### config.mk
export PLATFORM = sky130hd
export DESIGN_NAME = cache_axi_bridge
export DESIGN_NICKNAME = d
export VERILOG_FILES = /design/src/rtl/bridge_pkg.sv /design/src/rtl/axi_write_channel.sv /design/src/rtl/cache_axi_bridge.sv
export SDC_FILE = /design/constraint.sdc
export NUM_CORES = 1
export LEC_CHECK = 0
export CORE_AREA = 2 2 160 162
export CTS_CLUSTER_DIAMETER = 60
export DETAILED_ROUTE_END_ITERATION = 10
export DIE_AREA = 0 0 162 164
export GPL_ROUTABILITY_DRIVEN = 0
export HOLD_SLACK_MARGIN = 0.15
export PLACE_DENSITY = 0.79
export SLEW_MARGIN = 15
export SYNTH_ARGS = -nofsm -noshare
export SYNTH_HDL_FRONTEND = slang
export SYNTH_HIERARCHICAL = 1
export SYNTH_SLANG_ARGS = --single-unit
### constraint.sdc
create_clock -name clk -period 4.8 [get_ports clk]
set_input_delay 0.96 -clock clk [delete_from_list [all_inputs] [get_ports clk]]
set_output_delay 0.96 -clock clk [all_outputs]
set_load 0.1 [all_outputs]
### src/rtl/bridge_pkg.sv
`default_nettype none
// ============================================================================
//  Module      : bridge_pkg
//  Description : Shared encodings for the cache-to-AXI bridge. Holds the
//                request-type codes, the AXI beat-size codes, the read and
//                write FSM state enums, and a helper that maps a request type
//                to its AXI size.
//  Ports       : none (package)
//  Revision    : 1.0 - initial release
// ============================================================================
package bridge_pkg;

    // Request type encodings shared by rd_type and wr_type
    localparam logic [2:0] TYPE_BYTE = 3'b000;
    localparam logic [2:0] TYPE_HALF = 3'b001;
    localparam logic [2:0] TYPE_WORD = 3'b010;
    localparam logic [2:0] TYPE_LINE = 3'b100;

    // AXI AxSIZE codes (log2 of bytes per beat)
    localparam logic [2:0] AXI_SIZE_1B = 3'd0;
    localparam logic [2:0] AXI_SIZE_2B = 3'd1;
    localparam logic [2:0] AXI_SIZE_4B = 3'd2;

    typedef enum logic [1:0] {
        R_IDLE = 2'd0,
        R_AR   = 2'd1,
        R_DATA = 2'd2
    } rd_state_t;

    typedef enum logic [1:0] {
        W_IDLE = 2'd0,
        W_BUSY = 2'd1,
        W_RESP = 2'd2
    } wr_state_t;

    // Line refills and victims move full 32-bit beats
    function automatic logic [2:0] axi_size(input logic [2:0] req_type);
        case (req_type)
            TYPE_LINE, TYPE_WORD: axi_size = AXI_SIZE_4B;
            TYPE_HALF:            axi_size = AXI_SIZE_2B;
            default:              axi_size = AXI_SIZE_1B;
        endcase
    endfunction

endpackage
`default_nettype wire

### src/rtl/axi_write_channel.sv
`default_nettype none
// ============================================================================
//  Module      : axi_write_channel
//  Description : Write half of the cache-to-AXI bridge. Latches one write
//                request (line or partial), drives the AW and W channels
//                independently, then waits for the B response.
//  Ports       : clk/rst           clock, async active-low reset
//                wr_*              cache-side write request and ready
//                aw*/w*/b*         AXI4 write channels
//                busy, busy_addr   write outstanding and its latched address
//  Revision    : 1.0 - initial release
// ============================================================================
module axi_write_channel
    import bridge_pkg::*;
#(
    parameter int LINE_BEATS = 4,
    parameter int ADDR_W     = 32
) (
    input  logic                      clk,
    input  logic                      rst,
    input  logic                      wr_req,
    input  logic [2:0]                wr_type,
    input  logic [ADDR_W-1:0]         wr_addr,
    input  logic [3:0]                wr_wstrb,
    input  logic [32*LINE_BEATS-1:0]  wr_data,
    output logic                      wr_rdy,
    output logic [ADDR_W-1:0]         awaddr,
    output logic [7:0]                awlen,
    output logic [2:0]                awsize,
    output logic                      awvalid,
    input  logic                      awready,
    output logic [31:0]               wdata,
    output logic [3:0]                wstrb,
    output logic                      wlast,
    output logic                      wvalid,
    input  logic                      wready,
    input  logic                      bvalid,
    output logic                      bready,
    output logic                      busy,
    output logic [ADDR_W-1:0]         busy_addr
);

    localparam int OFF_W = $clog2(LINE_BEATS * 4);
    localparam int CNT_W = $clog2(LINE_BEATS);

    wr_state_t                 r_state;
    wr_state_t                 w_next;
    logic                      r_line;
    logic [3:0]                r_wstrb;
    logic [32*LINE_BEATS-1:0]  r_data;
    logic [CNT_W-1:0]          r_wcnt;
    logic                      r_aw_done;
    logic                      r_w_done;

    logic                      w_aw_hs;
    logic                      w_w_hs;
    logic                      w_is_last;

    assign w_is_last = !r_line || (r_wcnt == CNT_W'(LINE_BEATS - 1));
    assign w_aw_hs   = (r_state == W_BUSY) && !r_aw_done && awready;
    assign w_w_hs    = (r_state == W_BUSY) && !r_w_done && wready;

    assign awvalid   = (r_state == W_BUSY) && !r_aw_done;
    assign wvalid    = (r_state == W_BUSY) && !r_w_done;
    assign wlast     = wvalid && w_is_last;
    assign wdata     = r_line ? r_data[32*r_wcnt +: 32] : r_data[31:0];
    assign wstrb     = r_line ? 4'hf : r_wstrb;
    assign busy      = (r_state != W_IDLE);
    assign busy_addr = awaddr;

    always_ff @(posedge clk or negedge rst) begin
        if (!rst) begin
            r_state   <= W_IDLE;
            awaddr    <= '0;
            awlen     <= '0;
            awsize    <= '0;
            r_line    <= 1'b0;
            r_wstrb   <= '0;
            r_data    <= '0;
            r_wcnt    <= '0;
            r_aw_done <= 1'b0;
            r_w_done  <= 1'b0;
        end else begin
            r_state <= w_next;
            if (r_state == W_IDLE && wr_req) begin
                r_line    <= (wr_type == TYPE_LINE);
                awaddr    <= (wr_type == TYPE_LINE) ? {wr_addr[ADDR_W-1:OFF_W], {OFF_W{1'b0}}} : wr_addr;
                awlen     <= (wr_type == TYPE_LINE) ? 8'(LINE_BEATS - 1) : 8'd0;
                awsize    <= axi_size(wr_type);
                r_wstrb   <= wr_wstrb;
                r_data    <= wr_data;
                r_wcnt    <= '0;
                r_aw_done <= 1'b0;
                r_w_done  <= 1'b0;
            end
            if (w_aw_hs) begin
                r_aw_done <= 1'b1;
            end
            if (w_w_hs) begin
                r_wcnt <= r_wcnt + 1'b1;
                if (w_is_last) begin
                    r_w_done <= 1'b1;
                end
            end
        end
    end

    always_comb begin
        w_next = r_state;
        wr_rdy = 1'b0;
        bready = 1'b0;
        case (r_state)
            W_IDLE: begin
                wr_rdy = 1'b1;
                if (wr_req) begin
                    w_next = W_BUSY;
                end
            end
            W_BUSY: begin
                // Address and last data beat may finish in either order or together
                if ((r_aw_done || w_aw_hs) && (r_w_done || (w_w_hs && w_is_last))) begin
                    w_next = W_RESP;
                end
            end
            W_RESP: begin
                bready = 1'b1;
                if (bvalid) begin
                    w_next = W_IDLE;
                end
            end
            default: w_next = W_IDLE;
        endcase
    end

endmodule
`default_nettype wire

### src/rtl/cache_axi_bridge.sv
`default_nettype none
// ============================================================================
//  Module      : cache_axi_bridge
//  Description : Converts dcache refill reads and victim/uncached writes into
//                AXI4 bursts. One read and one write may be outstanding at a
//                time; a read to a line with a pending write is held off until
//                that write's response completes.
//  Ports       : clk/rst           clock, async active-low reset
//                rd_*/ret_*        cache-side read request and returned beats
//                wr_*              cache-side write request
//                ar*/r*            AXI4 read channels
//                aw*/w*/b*         AXI4 write channels
//  Revision    : 1.0 - initial release
// ============================================================================
module cache_axi_bridge
    import bridge_pkg::*;
#(
    parameter int LINE_BEATS = 4,
    parameter int ADDR_W     = 32
) (
    input  logic                      clk,
    input  logic                      rst,
    input  logic                      rd_req,
    input  logic [2:0]                rd_type,
    input  logic [ADDR_W-1:0]         rd_addr,
    output logic                      rd_rdy,
    output logic                      ret_valid,
    output logic                      ret_last,
    output logic [31:0]               ret_data,
    input  logic                      wr_req,
    input  logic [2:0]                wr_type,
    input  logic [ADDR_W-1:0]         wr_addr,
    input  logic [3:0]                wr_wstrb,
    input  logic [32*LINE_BEATS-1:0]  wr_data,
    output logic                      wr_rdy,
    output logic [ADDR_W-1:0]         araddr,
    output logic [7:0]                arlen,
    output logic [2:0]                arsize,
    output logic                      arvalid,
    input  logic                      arready,
    input  logic [31:0]               rdata,
    input  logic                      rvalid,
    input  logic                      rlast,
    output logic                      rready,
    output logic [ADDR_W-1:0]         awaddr,
    output logic [7:0]                awlen,
    output logic [2:0]                awsize,
    output logic                      awvalid,
    input  logic                      awready,
    output logic [31:0]               wdata,
    output logic [3:0]                wstrb,
    output logic                      wlast,
    output logic                      wvalid,
    input  logic                      wready,
    input  logic                      bvalid,
    output logic                      bready
);

    localparam int OFF_W = $clog2(LINE_BEATS * 4);

    rd_state_t          r_rstate;
    rd_state_t          w_rnext;
    logic               w_wr_busy;
    logic [ADDR_W-1:0]  w_wr_addr;
    logic               w_raw_hazard;
    logic               w_rd_accept;

    // Only a latched write blocks reads; a same-cycle write never does
    assign w_raw_hazard = w_wr_busy && (w_wr_addr[ADDR_W-1:OFF_W] == rd_addr[ADDR_W-1:OFF_W]);
    assign w_rd_accept  = (r_rstate == R_IDLE) && rd_req && !w_raw_hazard;

    always_ff @(posedge clk or negedge rst) begin
        if (!rst) begin
            r_rstate <= R_IDLE;
            araddr   <= '0;
            arlen    <= '0;
            arsize   <= '0;
        end else begin
            r_rstate <= w_rnext;
            if (w_rd_accept) begin
                araddr <= (rd_type == TYPE_LINE) ? {rd_addr[ADDR_W-1:OFF_W], {OFF_W{1'b0}}} : rd_addr;
                arlen  <= (rd_type == TYPE_LINE) ? 8'(LINE_BEATS - 1) : 8'd0;
                arsize <= axi_size(rd_type);
            end
        end
    end

    always_comb begin
        w_rnext   = r_rstate;
        rd_rdy    = 1'b0;
        arvalid   = 1'b0;
        rready    = 1'b0;
        ret_valid = 1'b0;
        ret_last  = 1'b0;
        ret_data  = '0;
        case (r_rstate)
            R_IDLE: begin
                rd_rdy = !w_raw_hazard;
                if (w_rd_accept) begin
                    w_rnext = R_AR;
                end
            end
            R_AR: begin
                arvalid = 1'b1;
                if (arready) begin
                    w_rnext = R_DATA;
                end
            end
            R_DATA: begin
                // Beats pass straight through to the cache without buffering
                rready    = 1'b1;
                ret_valid = rvalid;
                ret_last  = rvalid && rlast;
                ret_data  = rdata;
                if (rvalid && rlast) begin
                    w_rnext = R_IDLE;
                end
            end
            default: w_rnext = R_IDLE;
        endcase
    end

    axi_write_channel #(
        .LINE_BEATS (LINE_BEATS),
        .ADDR_W     (ADDR_W)
    ) u_axi_write_channel (
        .clk       (clk),
        .rst       (rst),
        .wr_req    (wr_req),
        .wr_type   (wr_type),
        .wr_addr   (wr_addr),
        .wr_wstrb  (wr_wstrb),
        .wr_data   (wr_data),
        .wr_rdy    (wr_rdy),
        .awaddr    (awaddr),
        .awlen     (awlen),
        .awsize    (awsize),
        .awvalid   (awvalid),
        .awready   (awready),
        .wdata     (wdata),
        .wstrb     (wstrb),
        .wlast     (wlast),
        .wvalid    (wvalid),
        .wready    (wready),
        .bvalid    (bvalid),
        .bready    (bready),
        .busy      (w_wr_busy),
        .busy_addr (w_wr_addr)
    );

endmodule
`default_nettype wire

==> metrics.txt <==
result of the run=complete, no violations; drt first-iter violations=roughly 530; number of instances resized during post-cts repair=0; Total Die Area=26,600 sq um; final worst hold slack=0.463 ns; critical path class=in2out; worst clock skew=approximately 0.011 ns; Final HPWL DP=24,400 microns; remaining number of nets flagged by the antenna check after routing=0; wire length of the first global-routing pass=50,300 microns; Site Rows=58; final max-slew violation count=0; die boundary height=~160 microns; Critical Path End Type=output pin; setup TNS after final layout=0 ns; ratio of cells with drive above 1 in the final layout=between 10% and 20%; count of endpoints failing setup in the final report=0; data required time at the worst endpoint=approximately 3.8 ns; vias in the first global route=9,074; number of ports placed on the die boundary=approximately 410; Area Growth Syn to Fin=42.5%; antenna violations before repair=3; latest clock arrival within the worst-skew pair=0.51 ns; CTS Root Buffer Type=sky130_fd_sc_hd__clkbuf_16; fin worst setup slack=1.04 ns; starting utilization of the core area=around two fifths; PortBufs=393; mean area per synthesized cell=9.03 sq um; Final Cycle Share=between 70% and 80%; slowest stage cell, crit path=sky130_fd_sc_hd__clkdlybuf4s50_1; global route overflow=0; deepest level of the CTS H-tree=1; number of setup buffers added after CTS=0; CTS tree=done; Core Region=24,800 sq um; total DRC errors in the routed layout=0; area of the multi-input gates=4400 sq um; Vias=9,151; largest net degree at the start of global routing=138; max-capacitance violation count=0; average via count per standard cell=~5.0; register area=about 5300 sq um; worst setup timing slack at the placement stage=0.984 ns; largest fanout on the critical path=2; post-synthesis instance area=a little over 10,000 sq um; worst-margin pin slew=1.11 ns; Detailed Routing Iterations Pass 1=5; # hold bufs at CTS=0; class of the worst hold path=reg2reg; minimum clock period after layout=3.76 ns; total count of hold-check failures in the final report=0; worst endpoint data arrival time=2.80 ns; final net count=roughly 1.7k; instance count of the mapped netlist=1,148; Max Freq=about 0.27 GHz; worst rel slew slack=25.6%; post-route design area=~15,000 sq um; count of warnings emitted by yosys=6; horizontal die dimension=162 microns; setup repair after global routing missed its margin=false; type of element launching the critical path=primary input; filler cell count=roughly 2.1k; clock tree sinks=210; maximum cell stage delay along the critical path=0.44 ns; clock-pin slew on the worst setup and hold paths=~0.050 ns; Inserted Clock Buffers=25; Avg WL per Cell=18.4 microns; combined global-route utilization of all metal layers=about a quarter; worst path cell trace=clkdlybuf4s50_1, xnor2_1, nand4_1, nor4_4, a311oi_2, buf_4; cell area after placement=14,000 sq um; WL final=~34,000 microns; clock buffer depth=3
[worst paths after layout]
path                                                      from                             end  slack, ns  cells past startpoint
worst max register to register  u_axi_write_channel/awaddr[13]                      araddr[13]       2.14                      6
worst min register to register  u_axi_write_channel/r_data[84]  u_axi_write_channel/r_data[84]       0.46                      2
max in group asynchronous                                  rst  u_axi_write_channel/awaddr[30]       3.16                      2
worst min-delay path            u_axi_write_channel/r_data[84]  u_axi_write_channel/r_data[84]       0.46                      2
worst max-delay path                               rd_addr[13]                          rd_rdy       1.04                      6
min in group asynchronous                                  rst  u_axi_write_channel/r_data[84]       0.55                      1
[metrics by stage]
step,util (%),std cells
CTS,59.5,1823
global placement,56.5,1780
floorplan,-,1160
global route,59.5,1824
detailed placement,56.5,1780
finish,59.5,1828
[routing by layer]
metal,GRT usage (%),part of all wire [%],vias up
li1,-,-,4325
met4,5.63,1.6,0
met2,41.8,49,396
met1,29.4,39,4392
met3,8.86,10,38
met5,0,0,-
[worst max-delay path, delay by kind of cell]
kind	cells	cell delay [ns]
XOR/XNOR	1	0.30
buffers and inverters	2	0.70
AND/OR/NAND/NOR	2	0.68
AO/OA/AOI/OAI	1	0.15
[registers in the layout, indices dropped and copies added, names as in the netlist, 2 cells and up]
register                     count
r_rstate                         2
u_axi_write_channel/awsize       2
u_axi_write_channel/awaddr      32
u_axi_write_channel/r_data     128
u_axi_write_channel/r_wstrb      4
araddr                          32
u_axi_write_channel/r_state      2
arsize                           2
u_axi_write_channel/r_wcnt       2
[layout by cell type, fill, tap and decap left out, drive strengths merged, types with 4 or more instances in the layout]
master	count
a21oi	35
a22o	5
and2	33
buf	81
clkbuf	38
clkdlybuf4s50	324
conb	14
dfrtp	210
diode	5
inv	13
mux2	62
mux2i	5
nand2	495
nand3b	31
nand4	6
nor2	10
o21ai	34
o22ai	35
or2	4
xnor2	27
[layout make-up]
cell class | instances | share of cell area [%]
sequential | 210 | 35.6
inverter | 12 | 0.305
clock buffer | 38 | 4.83
clock inverter | 5 | 0.254
timing repair buffer | 405 | 26.4
tap | 330 | 2.79
multi-input combinational | 823 | 29.8
antenna | 5 | 0.0847
Power is left out: the tool's default activity adds up to more than one toggle a clock period on the data nets, which glitch-free logic cannot reach.
